`src/rtl/print_out_uart_tx_if.sv`:
```
// Console strobe bus into the UART printer, plus its serial line and status.
// Handshake: print_in[48] is a one-cycle valid with no ready; a strobe the FIFO cannot hold is dropped and flagged.
interface print_out_uart_tx_if #(
    parameter int FIFO_AW = 4
);
    logic [48:0]      print_in;
    logic             uart_tx;
    logic             busy;
    logic             overflow;
    logic [FIFO_AW:0] fifo_level;
    logic [1:0]       fsm_state;

    modport master (
        output print_in,
        input  uart_tx, busy, overflow, fifo_level, fsm_state
    );

    modport slave (
        input  print_in,
        output uart_tx, busy, overflow, fifo_level, fsm_state
    );
endinterface

```
`src/rtl/print_out_uart_tx.sv`:
```
// Queues console characters from the CPU print_out strobe bus and sends them as 8N1 UART frames.
module print_out_uart_tx #(
    parameter int CLK_DIV = 868,
    parameter int FIFO_AW = 4
) (
    input  logic                 clk,
    input  logic                 resetn,
    print_out_uart_tx_if.slave   bus
);
    localparam int DEPTH = 1 << FIFO_AW;
    localparam int CW    = (CLK_DIV > 2) ? $clog2(CLK_DIV) : 1;
    localparam logic [CW-1:0]    DIV_M1 = CW'(CLK_DIV - 1);
    localparam logic [FIFO_AW:0] FULL   = (FIFO_AW + 1)'(DEPTH);

    typedef enum logic [1:0] {IDLE, START, DATA, STOP} state_t;

    state_t              state, state_nx;
    logic [CW-1:0]       cnt, cnt_nx;
    logic [2:0]          idx, idx_nx;
    logic [7:0]          shift, shift_nx;
    logic                tx, tx_nx;
    logic [7:0]          mem [DEPTH];
    logic [FIFO_AW-1:0]  wr_ptr, rd_ptr;
    logic [FIFO_AW:0]    level;
    logic                ovf;
    logic                push, pop, accept, bit_end, empty;

    assign push    = bus.print_in[48];
    assign empty   = (level == '0);
    assign bit_end = (cnt == '0);
    // A pop in the same cycle frees a slot, so a full FIFO still takes the push.
    assign accept  = push && ((level != FULL) || pop);

    always_comb begin
        state_nx = state;
        cnt_nx   = cnt;
        idx_nx   = idx;
        shift_nx = shift;
        pop      = 1'b0;
        case (state)
            IDLE: begin
                if (!empty) begin
                    pop      = 1'b1;
                    shift_nx = mem[rd_ptr];
                    cnt_nx   = DIV_M1;
                    state_nx = START;
                end
            end
            START: begin
                if (bit_end) begin
                    cnt_nx   = DIV_M1;
                    idx_nx   = 3'd0;
                    state_nx = DATA;
                end else begin
                    cnt_nx = cnt - CW'(1);
                end
            end
            DATA: begin
                if (bit_end) begin
                    cnt_nx   = DIV_M1;
                    shift_nx = shift >> 1;
                    idx_nx   = idx + 3'd1;
                    if (idx == 3'd7) state_nx = STOP;
                end else begin
                    cnt_nx = cnt - CW'(1);
                end
            end
            STOP: begin
                if (bit_end) begin
                    cnt_nx = DIV_M1;
                    if (!empty) begin
                        pop      = 1'b1;
                        shift_nx = mem[rd_ptr];
                        state_nx = START;
                    end else begin
                        state_nx = IDLE;
                    end
                end else begin
                    cnt_nx = cnt - CW'(1);
                end
            end
            default: state_nx = IDLE;
        endcase
    end

    // Line level is registered from the current state, so it trails the FSM by one cycle.
    always_comb begin
        tx_nx = 1'b1;
        case (state)
            START:   tx_nx = 1'b0;
            DATA:    tx_nx = shift[0];
            default: tx_nx = 1'b1;
        endcase
    end

    always_ff @(posedge clk or negedge resetn) begin
        if (!resetn) begin
            state  <= IDLE;
            cnt    <= '0;
            idx    <= 3'd0;
            shift  <= 8'd0;
            tx     <= 1'b1;
            wr_ptr <= '0;
            rd_ptr <= '0;
            level  <= '0;
            ovf    <= 1'b0;
        end else begin
            state <= state_nx;
            cnt   <= cnt_nx;
            idx   <= idx_nx;
            shift <= shift_nx;
            tx    <= tx_nx;
            if (accept) wr_ptr <= wr_ptr + FIFO_AW'(1);
            if (pop)    rd_ptr <= rd_ptr + FIFO_AW'(1);
            case ({accept, pop})
                2'b10:   level <= level + (FIFO_AW + 1)'(1);
                2'b01:   level <= level - (FIFO_AW + 1)'(1);
                default: level <= level;
            endcase
            ovf <= ovf | (push & ~accept);
        end
    end

    always_ff @(posedge clk) begin
        if (accept) mem[wr_ptr] <= bus.print_in[7:0];
    end

    assign bus.uart_tx    = tx;
    assign bus.busy       = (state != IDLE) || !empty;
    assign bus.overflow   = ovf;
    assign bus.fifo_level = level;
    assign bus.fsm_state  = state;
endmodule

```
`src/flat_wrapper.sv`:
```
// flat-port wrapper written by rule: the top's interface ports become plain ports
module print_out_uart_tx_flat 
#(
    parameter int CLK_DIV = 868,
    parameter int FIFO_AW = 4
)
  (clk, resetn, bus_print_in, bus_uart_tx, bus_busy, bus_overflow, bus_fifo_level, bus_fsm_state);
  print_out_uart_tx_if #(.FIFO_AW(FIFO_AW)) bus_i ();
  input  logic clk;
  input  logic resetn;
  input wire logic [$bits(bus_i.print_in)-1:0] bus_print_in;
  output wire logic [$bits(bus_i.uart_tx)-1:0] bus_uart_tx;
  output wire logic [$bits(bus_i.busy)-1:0] bus_busy;
  output wire logic [$bits(bus_i.overflow)-1:0] bus_overflow;
  output wire logic [$bits(bus_i.fifo_level)-1:0] bus_fifo_level;
  output wire logic [$bits(bus_i.fsm_state)-1:0] bus_fsm_state;
  assign bus_i.print_in = bus_print_in;
  assign bus_uart_tx = bus_i.uart_tx;
  assign bus_busy = bus_i.busy;
  assign bus_overflow = bus_i.overflow;
  assign bus_fifo_level = bus_i.fifo_level;
  assign bus_fsm_state = bus_i.fsm_state;
  print_out_uart_tx #(.CLK_DIV(CLK_DIV), .FIFO_AW(FIFO_AW)) u_core (.clk(clk), .resetn(resetn), .bus(bus_i));
endmodule
```
`config.mk`:
```
export PLATFORM = sky130hd
export DESIGN_NAME = print_out_uart_tx_flat
export DESIGN_NICKNAME = d
export VERILOG_FILES = /design/src/rtl/print_out_uart_tx_if.sv /design/src/rtl/print_out_uart_tx.sv /design/src/flat_wrapper.sv
export SDC_FILE = /design/constraint.sdc
export NUM_CORES = 1
export LEC_CHECK = 0
export ABC_AREA = 1
export CORE_MARGIN = 2
export CORE_UTILIZATION = 30
export DETAILED_ROUTE_END_ITERATION = 10
export PLACE_DENSITY = 0.44
export SYNTH_ARGS = -nofsm -noshare
export SYNTH_HDL_FRONTEND = slang
export SYNTH_SLANG_ARGS = --single-unit
export TNS_END_PERCENT = 30
```
`constraint.sdc`:
```
create_clock -name clk -period 5.3 [get_ports clk]
set_input_delay 1.59 -clock clk [delete_from_list [all_inputs] [get_ports clk]]
set_output_delay 1.59 -clock clk [all_outputs]
set_load 0.05 [all_outputs]
```
==> flow_summary_export.csv, run 1 <==
group,metric,value,unit
status,status,"complete, no violations",
setup_path,crit_chain,"inv_1, ha_1, nand2_1, clkdlybuf4s50_1",
setup_path,cpPeakStageDelay,0.89,ns
synth,synth_fp_nets,704,
timing,tightestPinTransition,0.993,ns
detailed_routing,drc,0,
detailed_routing,num_vias,4832,
global_routing,grt_start_max_net_pins,66,
synth,synth_seq_cells,166,
clock_tree,cts_buffers,17,
setup_path,crit_path_start_kind,"register",
setup_path,crit_path_end_kind,"output pin",
global_routing,grt_pass1_wl,26800,um
finish,drive_above_1_share,11.4,%
die,rows,56,
clock_tree,cts_tree,"built",
clock_tree,post_cts_resized,0,
detailed_routing,drt_wl_total,17400,um
detailed_routing,wl_per_cell,17.5,um
finish,layout.nets,733,
global_routing,grt_antenna_before_repair,0,
detailed_routing,viasPerCell,4.85,
detailed_routing,first_pass_iters,5,
synth,yosys-top-cells-area,"edfxtp_1 (53%), dfrtp_1 (13%), nor2_1 (5.3%)",
clock_tree,clkLatencyLatePin,0.43,ns
setup_path,cp_top_family,"buffers and inverters",
clock_tree,root_buffer,"clkbuf_16",
power,p_leak,0.00312,uW
synth,yosys.cell_types.count,41,
timing,rsz0062_at_grt,"false",
finish,final_cells,997,
place,dpl.hpwl,10700,um
finish,final_area,8470,um2
place,gp_congestion,0.783,
synth,yosys_warnings,0,
timing,timing_hold_violations_final,0,
synth,synth_top_area_cell,"edfxtp_1",
synth,syn-instance-count,636,
finish,num_antenna_cells,0,
clock_tree,hold_buffers,0,
setup_path,slowest_stage,"clkdlybuf4s50_1",
timing,setup_viol,0,
synth,synth_top_area_share,52.9,%
setup_path,critPathRequiredTime,3.71,ns
place,dp.cells,965,
synth,synth.avg_cell_area,11.4,um2
place,place_area,7860,um2
global_routing,grt.total_usage,13.9,%
die,ioPinCount,61,
global_routing,gr-total-overflow,0,
synth,netlist_area,7270,um2
clock_tree,path_clk_slew,0.08,ns
clock_tree,post_cts_buffers,0,
setup_path,arrival,2.44,ns
finish,area_growth,16.5,%
setup_path,critical_path_class,"register to output pin",
timing,max_freq,0.248,GHz
timing,maxSlewViolCount,0,
synth,async_flop_share,22.9,%
die,die_x,160,um
timing,finalCriticalPeriod,4.03,ns
power,worst_ir_drop_vdd,0.000176,V
setup_path,crit_buf_inv,2,
place,io_buffer_count,20,
die,die-height,160,um
detailed_routing,drt_iter0_drc,362,
die,coreArea,23600,um2
synth,synth_edf_count,128,
synth,synth_seq_area_share,66.0,%
detailed_routing,drtAntennaViolNets,0,
clock_tree,cts_sinks,166,
clock_tree,cts_max_level,4,
die,die_area,25500,um2
setup_path,worstPathMaxFanout,11,
global_routing,grt_pass1_vias,4733,
die,start_util,30.8,%
synth,synth_flop_cell,"edfxtp_1",
flow_run,max_cap_violations,0,
timing,timing.setup.tns,0,ns
clock_tree,clockBufferDepth,2,
timing,maxSlewHeadroom,33.8,%
power,powerDensity,394,nW/um2
finish,final_cell_mix,"edfxtp_1 (128), nor2_1 (102), o21ai_0 (74)",
timing,fin_crit_sh,76.0,%
timing,skew,0.0123,ns
finish,mostFrequentLayoutCell,"edfxtp_1",
hold_path,hold_class,"register to register",
metal layers:
layer,part of all wire [%],vias up,global-route usage [%]
met5,0,-,0
met4,1.3,0,4.46
met3,3.6,19,3.04
met2,50,102,23.4
met1,46,2404,18.0
li1,-,2307,-
report_power, final:
part | switching (uW) | internal, uW
registers | 61.2 | 1540
clock network | 584 | 678
logic | 328 | 151
worst min-delay path, stage by stage, from the launching register on:
cell and delay [ns]:
dfrtp_1 0.35, nand2_1 0.05, nand2_1 0.05
path summary, 6_finish.rpt:
check	startpoint	to	slack [ns]	cells after the start
setup reg to reg	u_core.cnt[0]	u_core.mem[15][2]	2.54	11
hold reg to reg	u_core.idx[1]	u_core.idx[1]	0.48	2
max in group asynchronous	resetn	u_core.rd_ptr[0]	3.41	1
hold / removal	u_core.idx[1]	u_core.idx[1]	0.48	2
setup / recovery	u_core.bus.fsm_state[0]	bus_busy	1.27	4
min in group asynchronous	resetn	u_core.cnt[4]	1.27	1
synthesized netlist by cell type, types with 3 or more instances:
library cell and count:
a21oi_1 9, o211ai_1 18, o221ai_1 12, nand2_1 68, o21ai_0 74, nand2_4 4, nand2_2 3, buf_2 4
buf_4 4, edfxtp_1 128, nor2_2 4, nor2_1 102, xor2_1 7, dfrtp_1 37, ha_1 16, nor3_1 21
nand3_2 4, inv_1 36, buf_6 3, nand3_1 34, o22ai_1 9, clkbuf_1 17
stage by stage:
| step | hold WS, ns | util [%] | setup WS (ns) | power [uW] |
|---|---|---|---|---|
| after detailed placement | 0.470 | 33.3 | 1.46 | 2110 |
| after CTS | 0.488 | 35.9 | 1.25 | 3380 |
| final | 0.482 | 35.9 | 1.27 | 3340 |
| after global routing | 0.509 | 35.9 | 1.15 | 3480 |
| after global placement | 0.464 | 33.3 | 1.51 | 2100 |
| after floorplan | 0.446 | - | 2.32 | 1910 |
registers in the layout, indices dropped and copies added (netlist names):
name,count
u_core.mem,128
u_core.cnt,10
u_core.shift,8
u_core.bus.fifo_level,5
u_core.rd_ptr,4
u_core.wr_ptr,4
u_core.idx,3
u_core.bus.fsm_state,2
u_core.bus.overflow,1
u_core.bus.uart_tx,1
cell families after synthesis:
family	after synthesis	share of synthesized area (%)
compound gates	126	10.2
buf+inv	68	4.10
flops	166	66.0
simple gates	249	15.4
xor+xnor	10	1.31
fa+ha+maj	17	3.03
area by class of cell:
class	instances	area [um2]
multi-input combinational	402	2180
clock buffer	17	425
sequential	166	4800
tap	319	399
timing repair buffer	39	338
clock inverter	15	184
inverter	39	146
fill	2333	15100
Power figures use the tool's default switching activity.
==> inputs of run 2 (changes only) <==
--- a/config.mk
+++ b/config.mk
@@ -9,7 +9,7 @@
 export CORE_MARGIN = 2
 export CORE_UTILIZATION = 30
 export DETAILED_ROUTE_END_ITERATION = 10
-export PLACE_DENSITY = 0.44
+export PLACE_DENSITY = 0.45
 export SYNTH_ARGS = -nofsm -noshare
 export SYNTH_HDL_FRONTEND = slang
 export SYNTH_SLANG_ARGS = --single-unit
==> constraint.sdc (replaced) <==
create_clock -name clk -period 3.3 [get_ports clk]
set_input_delay 0.99 -clock clk [delete_from_list [all_inputs] [get_ports clk]]
set_output_delay 0.99 -clock clk [all_outputs]
set_load 0.05 [all_outputs]
==> flow_summary_export.csv, run 2 (synthesized netlist as in run 1, its figures left out) <==
group,metric,value,unit
power,p_leak,0.00314,uW
setup_path,cp_top_family,"buffers and inverters",
die,rows,56,
detailed_routing,route.met2.wl,8030,um
detailed_routing,wl_met1,7930,um
place,dp_slack,0.312,ns
setup_path,ff2ff_setup_slack,0.77,ns
finish,final_cell_mix,"edfxtp_1 (128), nor2_1 (102), o21ai_0 (74)",
detailed_routing,wl_per_cell,16.8,um
timing,finalCriticalPeriod,3.10,ns
timing,fin_hold_ws,0.483,ns
die,die_area,25500,um2
global_routing,gr-total-overflow,0,
place,dpl.hpwl,10700,um
finish,drive_above_1_share,11.8,%
clock_tree,cts_buffers,17,
detailed_routing,num_vias,4764,
clock_tree,clkLatencyLatePin,0.43,ns
global_routing,grt_pass1_vias,4824,
place,io_buffer_count,20,
clock_tree,root_buffer,"clkbuf_16",
power,powerDensity,622,nW/um2
global_routing,grt.total_usage,13.8,%
timing,tightestPinTransition,0.901,ns
global_routing,grt_start_max_net_pins,66,
timing,timing_hold_violations_final,0,
clock_tree,post_cts_buffers,0,
timing,skew,0.0125,ns
setup_path,critPathRequiredTime,2.31,ns
setup_path,worstPathMaxFanout,5,
setup_path,worstSetupStartpoint,"u_core.bus.fsm_state[0]",
die,start_util,30.8,%
finish,fillCellCount,2367,
hold_path,hp-start,"u_core.idx[2]",
die,die-height,160,um
timing,max_freq,0.323,GHz
clock_tree,cts_sinks,166,
setup_path,crit_path_end_kind,"output pin",
timing,setup_viol,0,
setup_path,arrival,2.11,ns
detailed_routing,drt_wl_total,16900,um
finish,final_core_util,36.0,%
timing,timing.setup.tns,0,ns
timing,maxSlewHeadroom,39.9,%
setup_path,r2r_cells,17,
finish,regArea,4800,um2
finish,num_antenna_cells,0,
finish,regMostFlops,"u_core.mem",
detailed_routing,viasPerCell,4.74,
detailed_routing,drtAntennaViolNets,0,
clock_tree,clockBufferDepth,2,
setup_path,regToRegEndpoint,"u_core.bus.fifo_level[4]",
die,ioPinCount,61,
clock_tree,post_cts_resized,0,
clock_tree,cts_tree,"built",
timing,maxSlewViolCount,0,
setup_path,crit_buf_inv,2,
timing,rsz0062_at_grt,"false",
status,status,"complete, no violations",
setup_path,cpPeakStageDelay,0.82,ns
detailed_routing,drc,0,
power,power,5290,uW
finish,area_growth,17.0,%
finish,largest_reg_flops,128,
detailed_routing,wl_met3,595,um
hold_path,hold_end,"u_core.idx[2]",
setup_path,slowest_stage,"clkdlybuf4s50_1",
finish,mostFrequentLayoutCell,"edfxtp_1",
setup_path,r2r-start,"u_core.cnt[0]",
place,gp_congestion,0.784,
hold_path,hold_class,"register to register",
finish,layout.nets,741,
global_routing,grt_antenna_before_repair,0,
finish,multi_input_area,2180,um2
detailed_routing,first_pass_iters,4,
detailed_routing,drt_iter0_drc,327,
finish,top_regs,"u_core.mem: 128 flops, u_core.cnt: 10 flops, u_core.shift: 8 flops",
setup_path,cp.depth,4,
flow_run,max_cap_violations,0,
setup_path,critical_path_class,"register to output pin",
detailed_routing,dr.max_layer_used,"met4",
timing,fin_crit_sh,93.9,%
power,worst_ir_drop_vdd,0.000286,V
clock_tree,cts_max_level,4,
hold_path,hold_depth,2,
die,die_x,160,um
clock_tree,hold_buffers,0,
timing,setup_slack,0.202,ns
global_routing,grt_pass1_wl,26900,um
setup_path,crit_chain,"inv_1, ha_1, nand2_1, clkdlybuf4s50_1",
setup_path,crit_path_start_kind,"register",
die,coreArea,23600,um2
clock_tree,path_clk_slew,0.06,ns
## run 2: changes by cell type in the layout (fill, tap and decap cells not counted), sizes merged
cell | before | now
buf | 20 | 28
clkinv | 7 | 5
inv | 45 | 42
clkinvlp | 1 | 4
bufinv | 1 | 2
clkbuf | 17 | 18
## run 2: through the flow
stage,area (um2),cells
after floorplan,7270,636
after global placement,7930,973
after detailed placement,7930,973
after CTS,8510,1005
after global routing,8510,1005
final,8510,1005
## run 2: cell type report
cell class / count / share of cell area [%]
Sequential cell: 166 / 56.4
Timing Repair Buffer: 47 / 4.82
Tap cell: 319 / 4.69
Multi-Input combinational cell: 402 / 25.6
Clock inverter: 14 / 1.75
Inverter: 39 / 1.72
Clock buffer: 18 / 5.04
## run 2: worst max path at each step
stage / to
final: bus_busy
after global routing: bus_busy
after CTS: bus_busy
after detailed placement: u_core.bus.fifo_level[4]
after global placement: u_core.bus.fifo_level[4]
after floorplan: u_core.mem[13][0]
## run 2: report_power, final
group | leakage (uW) | switching (uW) | internal (uW) | total [uW]
Combinational | 0.00127 | 522 | 247 | 768
Clock | 0.000270 | 836 | 1120 | 1960
Sequential | 0.00160 | 103 | 2470 | 2570
## run 2: metal layers
metal,GRT usage (%),vias to the layer above
met5,0,-
met4,4.67,0
met3,3.32,24
met2,22.1,78
met1,18.3,2342
li1,-,2320
## run 2: tightest hold or removal path, stage by stage (launching register included)
cell,delay [ns]
dfrtp_1,0.35
nand2_1,0.06
nand2_1,0.04
